**config.mk**
```make
export PLATFORM = sky130hd
export DESIGN_NAME = mdu_iterative_flat
export DESIGN_NICKNAME = d
export VERILOG_FILES = /design/src/rtl/mdu_pkg.sv /design/src/rtl/mdu_if.sv /design/src/rtl/mdu_step.sv /design/src/rtl/mdu_iterative.sv /design/src/flat_wrapper.sv
export SDC_FILE = /design/constraint.sdc
export NUM_CORES = 1
export LEC_CHECK = 0
export BUFFER_PORTS_ARGS = -buffer_cell sky130_fd_sc_hd__buf_2
export CAP_MARGIN = 0
export CORE_ASPECT_RATIO = 0.7
export CORE_UTILIZATION = 45
export DETAILED_ROUTE_END_ITERATION = 8
export HOLD_SLACK_MARGIN = 0.03
export MAX_ROUTING_LAYER = met4
export PLACE_DENSITY = 0.6
export SYNTH_ARGS = -nofsm -noshare
export SYNTH_HDL_FRONTEND = slang
export SYNTH_SLANG_ARGS = --single-unit
```
**constraint.sdc**
```tcl
create_clock -name clk_i -period 15.5 [get_ports clk_i]
set_input_delay 3.1 -clock clk_i [delete_from_list [all_inputs] [get_ports clk_i]]
set_output_delay 3.1 -clock clk_i [all_outputs]
set_load 0.02 [all_outputs]
```
**src/rtl/mdu_pkg.sv**
```systemverilog
// mdu_pkg: shared definitions for the iterative multiply/divide unit.
//   - op encodings as presented by ID/EX (op_i)
//   - sequencer state encoding (exported on state_o for debug)
//   - default operand width and the matching step-counter width
package mdu_pkg;

    localparam int MDU_WIDTH = 32;
    localparam int CNT_W     = $clog2(MDU_WIDTH);

    typedef enum logic [1:0] {
        OP_MULT  = 2'b00,
        OP_MULTU = 2'b01,
        OP_DIV   = 2'b10,
        OP_DIVU  = 2'b11
    } mdu_op_e;

    typedef enum logic [1:0] {
        S_IDLE = 2'b00,
        S_RUN  = 2'b01,
        S_DONE = 2'b10
    } mdu_state_e;

    // bit 1 of the op selects divide, bit 0 selects the unsigned variant
    function automatic logic op_is_div(input logic [1:0] op);
        return op[1];
    endfunction

    function automatic logic op_is_signed(input logic [1:0] op);
        return ~op[0];
    endfunction

endpackage

```
**src/rtl/mdu_if.sv**
```systemverilog
// mdu_if: pipeline-side bundle of the multiply/divide unit.
//   master (pipeline/testbench) drives: start_i, op_i, src1_i, src2_i,
//     mfhilo_i, mthi_i, mtlo_i
//   slave (mdu_iterative) drives: hi_o, lo_o, busy_o, done_o, stall_o,
//     state_o (sequencer state, debug visibility)
// Handshake: an instruction is presented on start_i/mfhilo_i/mthi_i/mtlo_i
// with its operands and is consumed at the rising clk edge where the unit can
// take it; while stall_o is high the pipeline must hold and re-present the
// same instruction unchanged on the following cycle.
interface mdu_if
    import mdu_pkg::*;
#(
    parameter int WIDTH = MDU_WIDTH
) ();

    logic             start_i;
    logic [1:0]       op_i;
    logic [WIDTH-1:0] src1_i;
    logic [WIDTH-1:0] src2_i;
    logic             mfhilo_i;
    logic             mthi_i;
    logic             mtlo_i;
    logic [WIDTH-1:0] hi_o;
    logic [WIDTH-1:0] lo_o;
    logic             busy_o;
    logic             done_o;
    logic             stall_o;
    mdu_state_e       state_o;

    modport master (
        output start_i, op_i, src1_i, src2_i, mfhilo_i, mthi_i, mtlo_i,
        input  hi_o, lo_o, busy_o, done_o, stall_o, state_o
    );

    modport slave (
        input  start_i, op_i, src1_i, src2_i, mfhilo_i, mthi_i, mtlo_i,
        output hi_o, lo_o, busy_o, done_o, stall_o, state_o
    );

endinterface

```
**src/rtl/mdu_step.sv**
```systemverilog
// mdu_step: one combinational iteration of the unsigned multiply/divide core.
//   is_div   : 1 = restoring divide step, 0 = shift-add multiply step
//   acc      : multiply -> {partial product, remaining multiplier bits}
//              divide   -> {partial remainder, dividend/quotient bits}
//   opnd     : multiplicand (multiply) or divisor (divide), magnitudes
//   acc_next : accumulator after this step
module mdu_step #(
    parameter int WIDTH = 32
) (
    input  logic               is_div,
    input  logic [2*WIDTH-1:0] acc,
    input  logic [WIDTH-1:0]   opnd,
    output logic [2*WIDTH-1:0] acc_next
);

    logic [WIDTH:0] add_sum;
    logic [WIDTH:0] trial;

    always_comb begin
        acc_next = acc;
        // Multiply: add multiplicand into the upper half when the current
        // multiplier LSB is set, then shift the whole register right; the
        // carry lands in the top bit.
        add_sum  = {1'b0, acc[2*WIDTH-1:WIDTH]} + (acc[0] ? {1'b0, opnd} : '0);
        // Divide: shift the next dividend bit into the remainder and try
        // subtracting the divisor. The remainder is always below the divisor,
        // so the shifted value fits WIDTH+1 bits and bit WIDTH is the borrow.
        trial    = {acc[2*WIDTH-1:WIDTH], acc[WIDTH-1]} - {1'b0, opnd};
        if (is_div) begin
            if (!trial[WIDTH]) begin
                acc_next = {trial[WIDTH-1:0], acc[WIDTH-2:0], 1'b1};
            end else begin
                acc_next = {acc[2*WIDTH-2:0], 1'b0};
            end
        end else begin
            acc_next = {add_sum, acc[WIDTH-1:1]};
        end
    end

endmodule

```
**src/rtl/mdu_iterative.sv**
```systemverilog
// mdu_iterative: iterative MULT/MULTU/DIV/DIVU unit owning HI/LO (EX stage).
//   clk_i : pipeline clock
//   rst_i : asynchronous active-high reset, discards any operation
//   bus   : mdu_if.slave - operands/controls in, HI/LO, busy/done/stall and
//           sequencer state out
// An operation accepted in IDLE runs WIDTH steps in RUN on operand
// magnitudes, writes sign-corrected results to HI/LO on the last step and
// spends one cycle in DONE (done_o) before returning to IDLE.
module mdu_iterative
    import mdu_pkg::*;
#(
    parameter int WIDTH = MDU_WIDTH
) (
    input logic  clk_i,
    input logic  rst_i,
    mdu_if.slave bus
);

    localparam int             CW   = $clog2(WIDTH);
    localparam logic [CW-1:0]  LAST = CW'(WIDTH - 1);

    mdu_state_e         state_q, state_d;
    logic [CW-1:0]      cnt_q;
    logic [2*WIDTH-1:0] acc_q, acc_next;
    logic [WIDTH-1:0]   opnd_q, hi_q, lo_q;
    logic               div_q, neg_q_q, neg_r_q;

    logic               accept, last_step;
    logic               dz, s1_neg, s2_neg;
    logic [WIDTH-1:0]   mag1, mag2;
    logic [2*WIDTH-1:0] prod;
    logic [WIDTH-1:0]   quo, rem, res_hi, res_lo;

    assign accept    = (state_q == S_IDLE) & bus.start_i;
    assign last_step = (state_q == S_RUN) & (cnt_q == LAST);

    // Operand preparation. A divide by zero runs on the raw dividend with no
    // sign correction: the restoring core then yields quotient = all ones and
    // remainder = dividend, which is exactly the required result for both
    // DIV and DIVU.
    always_comb begin
        dz     = op_is_div(bus.op_i) & (bus.src2_i == '0);
        s1_neg = op_is_signed(bus.op_i) & bus.src1_i[WIDTH-1] & ~dz;
        s2_neg = op_is_signed(bus.op_i) & bus.src2_i[WIDTH-1];
        mag1   = s1_neg ? -bus.src1_i : bus.src1_i;
        mag2   = s2_neg ? -bus.src2_i : bus.src2_i;
    end

    mdu_step #(.WIDTH(WIDTH)) u_step (
        .is_div   (div_q),
        .acc      (acc_q),
        .opnd     (opnd_q),
        .acc_next (acc_next)
    );

    // Sign correction of the final step's output (modulo 2^WIDTH per half)
    always_comb begin
        prod = neg_q_q ? -acc_next : acc_next;
        quo  = neg_q_q ? -acc_next[WIDTH-1:0] : acc_next[WIDTH-1:0];
        rem  = neg_r_q ? -acc_next[2*WIDTH-1:WIDTH] : acc_next[2*WIDTH-1:WIDTH];
        if (div_q) begin
            res_hi = rem;
            res_lo = quo;
        end else begin
            res_hi = prod[2*WIDTH-1:WIDTH];
            res_lo = prod[WIDTH-1:0];
        end
    end

    always_ff @(posedge clk_i or posedge rst_i) begin
        if (rst_i) begin
            state_q <= S_IDLE;
        end else begin
            state_q <= state_d;
        end
    end

    always_comb begin
        state_d = state_q;
        case (state_q)
            S_IDLE:  if (bus.start_i) state_d = S_RUN;
            S_RUN:   if (cnt_q == LAST) state_d = S_DONE;
            S_DONE:  state_d = S_IDLE;
            default: state_d = S_IDLE;
        endcase
    end

    always_ff @(posedge clk_i or posedge rst_i) begin
        if (rst_i) begin
            cnt_q   <= '0;
            acc_q   <= '0;
            opnd_q  <= '0;
            div_q   <= 1'b0;
            neg_q_q <= 1'b0;
            neg_r_q <= 1'b0;
            hi_q    <= '0;
            lo_q    <= '0;
        end else begin
            if (accept) begin
                cnt_q   <= '0;
                div_q   <= op_is_div(bus.op_i);
                neg_q_q <= s1_neg ^ s2_neg;
                neg_r_q <= s1_neg;
                if (op_is_div(bus.op_i)) begin
                    acc_q  <= {{WIDTH{1'b0}}, mag1};
                    opnd_q <= mag2;
                end else begin
                    acc_q  <= {{WIDTH{1'b0}}, mag2};
                    opnd_q <= mag1;
                end
            end else if (state_q == S_RUN) begin
                acc_q <= acc_next;
                cnt_q <= cnt_q + 1'b1;
            end

            // MT writes land in IDLE or DONE only; a write in the DONE cycle
            // happens one edge after the result write and so overrides it.
            if (last_step) begin
                hi_q <= res_hi;
                lo_q <= res_lo;
            end else if (state_q != S_RUN) begin
                if (bus.mthi_i) hi_q <= bus.src1_i;
                if (bus.mtlo_i) lo_q <= bus.src1_i;
            end
        end
    end

    assign bus.hi_o    = hi_q;
    assign bus.lo_o    = lo_q;
    assign bus.busy_o  = (state_q != S_IDLE);
    assign bus.done_o  = (state_q == S_DONE);
    assign bus.stall_o = (state_q == S_RUN) &
                         (bus.start_i | bus.mfhilo_i | bus.mthi_i | bus.mtlo_i);
    assign bus.state_o = state_q;

endmodule

```
**src/flat_wrapper.sv**
```systemverilog
// flat-port wrapper written by rule: the top's interface ports become plain ports
module mdu_iterative_flat import mdu_pkg::*;
#(
    parameter int WIDTH = MDU_WIDTH
)
  (clk_i, rst_i, bus_start_i, bus_op_i, bus_src1_i, bus_src2_i, bus_mfhilo_i, bus_mthi_i, bus_mtlo_i, bus_hi_o, bus_lo_o, bus_busy_o, bus_done_o, bus_stall_o, bus_state_o);
  mdu_if #(.WIDTH(WIDTH)) bus_i ();
  input logic clk_i;
  input logic rst_i;
  input wire logic [$bits(bus_i.start_i)-1:0] bus_start_i;
  input wire logic [$bits(bus_i.op_i)-1:0] bus_op_i;
  input wire logic [$bits(bus_i.src1_i)-1:0] bus_src1_i;
  input wire logic [$bits(bus_i.src2_i)-1:0] bus_src2_i;
  input wire logic [$bits(bus_i.mfhilo_i)-1:0] bus_mfhilo_i;
  input wire logic [$bits(bus_i.mthi_i)-1:0] bus_mthi_i;
  input wire logic [$bits(bus_i.mtlo_i)-1:0] bus_mtlo_i;
  output wire logic [$bits(bus_i.hi_o)-1:0] bus_hi_o;
  output wire logic [$bits(bus_i.lo_o)-1:0] bus_lo_o;
  output wire logic [$bits(bus_i.busy_o)-1:0] bus_busy_o;
  output wire logic [$bits(bus_i.done_o)-1:0] bus_done_o;
  output wire logic [$bits(bus_i.stall_o)-1:0] bus_stall_o;
  output wire logic [$bits(bus_i.state_o)-1:0] bus_state_o;
  assign bus_i.start_i = bus_start_i;
  assign bus_i.op_i = bus_op_i;
  assign bus_i.src1_i = bus_src1_i;
  assign bus_i.src2_i = bus_src2_i;
  assign bus_i.mfhilo_i = bus_mfhilo_i;
  assign bus_i.mthi_i = bus_mthi_i;
  assign bus_i.mtlo_i = bus_mtlo_i;
  assign bus_hi_o = bus_i.hi_o;
  assign bus_lo_o = bus_i.lo_o;
  assign bus_busy_o = bus_i.busy_o;
  assign bus_done_o = bus_i.done_o;
  assign bus_stall_o = bus_i.stall_o;
  assign bus_state_o = bus_i.state_o;
  mdu_iterative #(.WIDTH(WIDTH)) u_core (.clk_i(clk_i), .rst_i(rst_i), .bus(bus_i));
endmodule
```
==> Yosys cells after proc, flatten, opt, wreduce, memory -nomap -nowiden <==
Index checks and enable logic that the tools add are counted.
{ "totals": {"register_bits": 170, "elab_cells": 71, "output_inout_bits": 69, "input_bits": 72} }
{ "classes": {"addsub": 8, "eq_ne": 6, "n_reduce_logical": 10, "n_mux": 25, "bitwise_logic": 13} }
{ "ops": {"columns": ["op", "n"], "rows": [
  ["two-way mux 32 bit", 15],
  ["two-way mux 64 bit", 5],
  ["negation 32 bit", 4],
  ["negation 64 bit", 1],
  ["adder 32 x 33 -> 33 bit", 1],
  ["subtractor 33 x 32 -> 33 bit", 1],
  ["zero test 32 bit", 1],
  ["two-way mux 5 bit", 2],
  ["nonzero test 2 bit", 5],
  ["AND 1 bit", 7],
  ["AND reduction 2 bit", 3],
  ["adder 5 x 1 -> 5 bit (second input constant)", 1],
  ["== test 5 bit (second input constant)", 1],
  ["two-way mux 2 bit", 2],
  ["inequality test 2 bit (second input constant)", 2],
  ["one-hot mux 2 bit (2 select lines)", 1],
  ["OR 1 bit", 3],
  ["== test 2 x 1 -> 1 bit (second input constant)", 1],
  ["== test 2 bit (second input constant)", 1],
  ["zero test 2 bit", 1],
  ["inequality test 2 x 1 -> 1 bit (second input constant)", 1],
  ["NOT 1 bit", 2],
  ["XOR 1 bit", 1]
]} }

==> Depth between registers and ports, before layout <==
{ "logic_depth": {"depth_word": 7, "mapped_depth": 25, "mapped_depth_nobuf": 23} }

==> Cells and area by module <==
Synthesis repeated with hierarchy kept, for this count alone.
{ "hier_totals": {"cells_unflattened": 1920, "area_unflattened_um2": 15334.7} }
{ "modules_own_cells": {"columns": ["module", "cells_per_inst", "n_inst", "area_each_um2", "seq_area_each_um2"], "rows": [
  ["mdu_iterative", 1256, 1, 10754.1, 4254.1],
  ["mdu_step", 664, 1, 4580.6, 0.0]
]} }

==> Least setup slack after synthesis <==
OpenSTA, ideal clock, no wires.
{ "synth_path": {"path_type": "input to output", "startpoint": "input bus_mthi_i", "endpoint": "output bus_stall_o", "t_arrival_ps": 3643, "stages": 3, "path_buffers": 1, "path_slack_ps": 8757, "t_required_ps": 12400, "cell_sequence": "clkbuf_1 > nor4_1 > nor2_1"} }
{ "synth_between": {"elab_chain_len": 3} }
{ "synth_lines": {"columns": ["element", "line_no", "text"], "rows": [
  ["from (decl)", "flat_wrapper.sv:15", "input wire logic [$bits(bus_i.mthi_i)-1:0] bus_mthi_i;"],
  ["OR 1 bit (2 in series)", "mdu_iterative.sv:133", "(bus.start_i | bus.mfhilo_i | bus.mthi_i | bus.mtlo_i);"],
  ["AND 1 bit", "mdu_iterative.sv:132", "assign bus.stall_o = (state_q == S_RUN) &"],
  ["to (decl)", "flat_wrapper.sv:21", "output wire logic [$bits(bus_i.stall_o)-1:0] bus_stall_o;"]
]} }
No other way between the ends.

==> Worst setup path after layout <==
{ "layout_path": {"startpoint": "register u_core.acc_q[31]", "endpoint": "register u_core.hi_q[30], in the netlist u_core.bus.hi_o[30]"} }
{ "layout_between": {"elab_chain_len": 7, "elab_cells_between_ends": 9, "cone_classes": "3 x add/sub; 6 x mux"} }
{ "layout_lines": {"columns": ["element", "line_no", "text"], "rows": [
  ["from (decl)", "mdu_iterative.sv:24", "logic [2*WIDTH-1:0] acc_q, acc_next;"],
  ["from (signal assigned)", "mdu_iterative.sv:105", "acc_q <= {{WIDTH{1'b0}}, mag1};"],
  ["from (signal assigned)", "mdu_iterative.sv:108", "acc_q <= {{WIDTH{1'b0}}, mag2};"],
  ["from (signal assigned)", "mdu_iterative.sv:112", "acc_q <= acc_next;"],
  ["subtractor 33 x 32 -> 33 bit", "mdu_step.sv:28", "trial = {acc[2*WIDTH-1:WIDTH], acc[WIDTH-1]} - {1'b0, opnd};"],
  ["two-way mux 64 bit", "mdu_step.sv:30", "if (!trial[WIDTH]) begin"],
  ["two-way mux 64 bit *", "mdu_step.sv:29", "if (is_div) begin"],
  ["negation 64 bit / negation 32 bit (equally long branches)", "mdu_iterative.sv:58, mdu_iterative.sv:60", null],
  ["two-way mux 64 bit / two-way mux 32 bit (equally long branches)", "mdu_iterative.sv:58, mdu_iterative.sv:60", null],
  ["two-way mux 32 bit *", "mdu_iterative.sv:61", "if (div_q) begin"],
  ["two-way mux 32 bit *", "mdu_iterative.sv:118", "if (last_step) begin"],
  ["to (signal assigned)", "mdu_iterative.sv:119", "hi_q <= res_hi;"],
  ["to (signal assigned)", "mdu_iterative.sv:122", "if (bus.mthi_i) hi_q <= bus.src1_i;"],
  ["to (decl)", "mdu_iterative.sv:25", "logic [WIDTH-1:0] opnd_q, hi_q, lo_q;"]
]} }
Every way passes the cells marked *; elsewhere a longest branch is shown, timed or not.
A chain may end at the register's enable or synchronous reset.

==> flow_summary.toml <==
[die]
io_pins = 141
dieArea_mm2 = 0.0355
rows = 56
start_util = 0.462
coreArea_mm2 = 0.0338
fp.dieW_um = 225
die_h_um = 158

[synth]
avgSynthCellArea_um2 = 7.72
syn_nets = 2172
synth-seq-cells = 170
synthDistinctLibCells = 89
ys_seq_area_frac = 0.272
synth-edff-count = 0
ys_warn_count = 0
synth_area_mm2 = 0.0156
synthArstFlopShare = 1.00
synthFlopType = "dfrtp_1"
postSynthCellCount = 2028

[drt]
wl_per_cell_um = 24.2
drt_pass1_iterations = 7
wl_um = 61800
num_vias = 16100
drc = 0
viasPerCell = 6.29
drt_iter0_drc = 1922
antenna_left = 0

[finish]
fin_cells = 2555
mostFrequentLayoutCell = "nand2_1"
drive_above_1_share = 0.114
multi_input_area_mm2 = 0.0106
num-fill-cells = 3369
synthToLayoutAreaGrowth_pct = 9.61
fin_nets = 2220
layout_common_cells = "nand2_1, a21oi_1, o21ai_0"
regArea_mm2 = 0.00426

[clock_tree]
hold_buffers = 0
path_clk_slew_ps = 80
cts_root_buf = "clkbuf_16"
cts_tree = "done"
clock_latency_ps = 470
numCtsBuffers = 17
cts_max_level = 4
clockBufferDepth = 2
post_cts_resized = 0
cts_setup_buffers = 0
clkSinkCount = 170

[placed_design]
gp_congestion = 0.978
io_buffers = 140
placedCellCount = 2521
hpwl_um = 47400

[timing]
slew_viol_final = 0
finalCritPeriodShare = 0.472
worst_pin_slew_ps = 1090
fin_skew_ps = 9.39
period_needed_ps = 7320
rsz0062_at_grt = "no"
fmax_mhz = 137
hold_viol_final = 0
slew_headroom = 0.272
fin_setup_tns_ps = 0
finalSetupViolCount = 0

[setup_path]
reg2regPathDepth = 23
cp-start-kind = "flip-flop"
crit_type = "reg2reg"
arrival_ps = 7720
critPathMaxFanout = 12
endpoint_kind = "flip-flop"
worst_ep_required_time_ps = 15900

[grt]
antenna_found_initial = 2
grt_start_max_net_pins = 87
track_usage = 0.357
grt_pass1_wl_um = 91500
grt_pass1_vias = 14100
grt_overflow = 0

[outcome]
status = "finished clean"

[worst_hold_path]
hold_depth = 1
holdCritPathClass = "reg2reg"

[run]
maxCapViolCount = 0
==> layout make-up <==
type / count / share of cell area
timing repair buffer: 159 / 0.0492
tap: 464 / 0.0338
clock buffer: 21 / 0.0263
clock inverter: 10 / 0.00766
sequential: 170 / 0.248
antenna: 3 / 0.000438
inverter: 63 / 0.0141
multi-input combinational: 1665 / 0.620
==> cells by family after synthesis <==
group	count (synthesis)	synth area share
AND/OR/NAND/NOR	671	0.202
adder cells (fa/ha/maj)	72	0.0585
AO/OA/AOI/OAI	660	0.261
buffers and inverters	193	0.0500
XOR/XNOR	170	0.0956
multiplexers	92	0.0602
flip-flops	170	0.272
==> per-layer routing <==
| layer | track usage | up-vias | part of all wire |
|---|---|---|---|
| met5 | - | - | 0 |
| met4 | 0.0803 | 0 | 0.016 |
| met3 | 0.0796 | 55 | 0.11 |
| met2 | 0.468 | 837 | 0.39 |
| met1 | 0.540 | 7812 | 0.48 |
| li1 | - | 7377 | - |
==> per-stage QoR <==
step           setup slack [ps]  utilization  hold WS [ps]  area [um2]
2_1_floorplan              7800            -           449       15600
3_3_place_gp               8620        0.489           470       16600
4_1_cts                    8460        0.507           494       17100
3_5_place_dp               8500        0.489           480       16600
5_1_grt                    7750        0.507           508       17100
6_report                   8180        0.507           494       17200
==> worst paths after layout <==
| path | from | end | slack, ps |
|---|---|---|---|
| setup / recovery | u_core.acc_q[31]$_DFFE_PP0P_ | u_core.bus.hi_o[30]$_DFFE_PP0P_ | 8180 |
| hold / removal | u_core.cnt_q[3]$_DFFE_PP0P_ | u_core.cnt_q[3]$_DFFE_PP0P_ | 490 |
| setup reg to reg | u_core.acc_q[31]$_DFFE_PP0P_ | u_core.bus.hi_o[30]$_DFFE_PP0P_ | 8180 |
| hold reg to reg | u_core.cnt_q[3]$_DFFE_PP0P_ | u_core.cnt_q[3]$_DFFE_PP0P_ | 490 |
| max in group asynchronous | rst_i | u_core.div_q$_DFFE_PP0P_ | 10780 |
| min in group asynchronous | rst_i | u_core.bus.lo_o[18]$_DFFE_PP0P_ | 2680 |
==> synth_stat cells (all sizes together), types with 18 or more instances <==
| cell | number | area (um2) |
|---|---|---|
| a211oi | 21 | 158 |
| a21o | 18 | 135 |
| a21oi | 207 | 1050 |
| a22o | 52 | 455 |
| a31oi | 22 | 153 |
| and2 | 42 | 263 |
| buf | 30 | 164 |
| clkbuf | 99 | 373 |
| dfrtp | 170 | 4250 |
| ha | 70 | 876 |
| inv | 62 | 233 |
| mux2i | 78 | 781 |
| nand2 | 271 | 1020 |
| nand2b | 18 | 113 |
| nand3 | 54 | 270 |
| nor2 | 126 | 475 |
| nor3 | 56 | 292 |
| o211ai | 20 | 155 |
| o21a | 18 | 135 |
| o21ai | 203 | 1020 |
| o31ai | 20 | 150 |
| or3 | 18 | 113 |
| xnor2 | 92 | 813 |
| xor2 | 78 | 683 |
==> registers in the layout (all words and copies together) (netlist names), 2 cells and up <==
signal / flops
u_core.bus.lo_o: 32
u_core.opnd_q: 32
u_core.bus.hi_o: 32
u_core.cnt_q: 5
u_core.acc_q: 64
u_core.bus.state_o: 2
==> critical path: stages, from the launching register on <==
cell,delay (ps)
dfrtp_1,430
inv_1,90
ha_1,220
fa_1,410
nand2b_1,190
a21oi_1,230
o21ai_1,280
o21ai_2,360
a31oi_4,300
xnor2_2,220
nand2_1,280
a21boi_0,390
ha_1,240
o21a_1,170
o2111ai_1,250
nor4_1,430
nand2_1,360
or2_2,430
o21a_1,300
nor4_2,590
nand3_1,330
nor3_1,220
mux2_2,350
a21oi_1,140
Power is not shown: default switching activity piles up to over one toggle a cycle in this logic, so the estimate is an artifact.
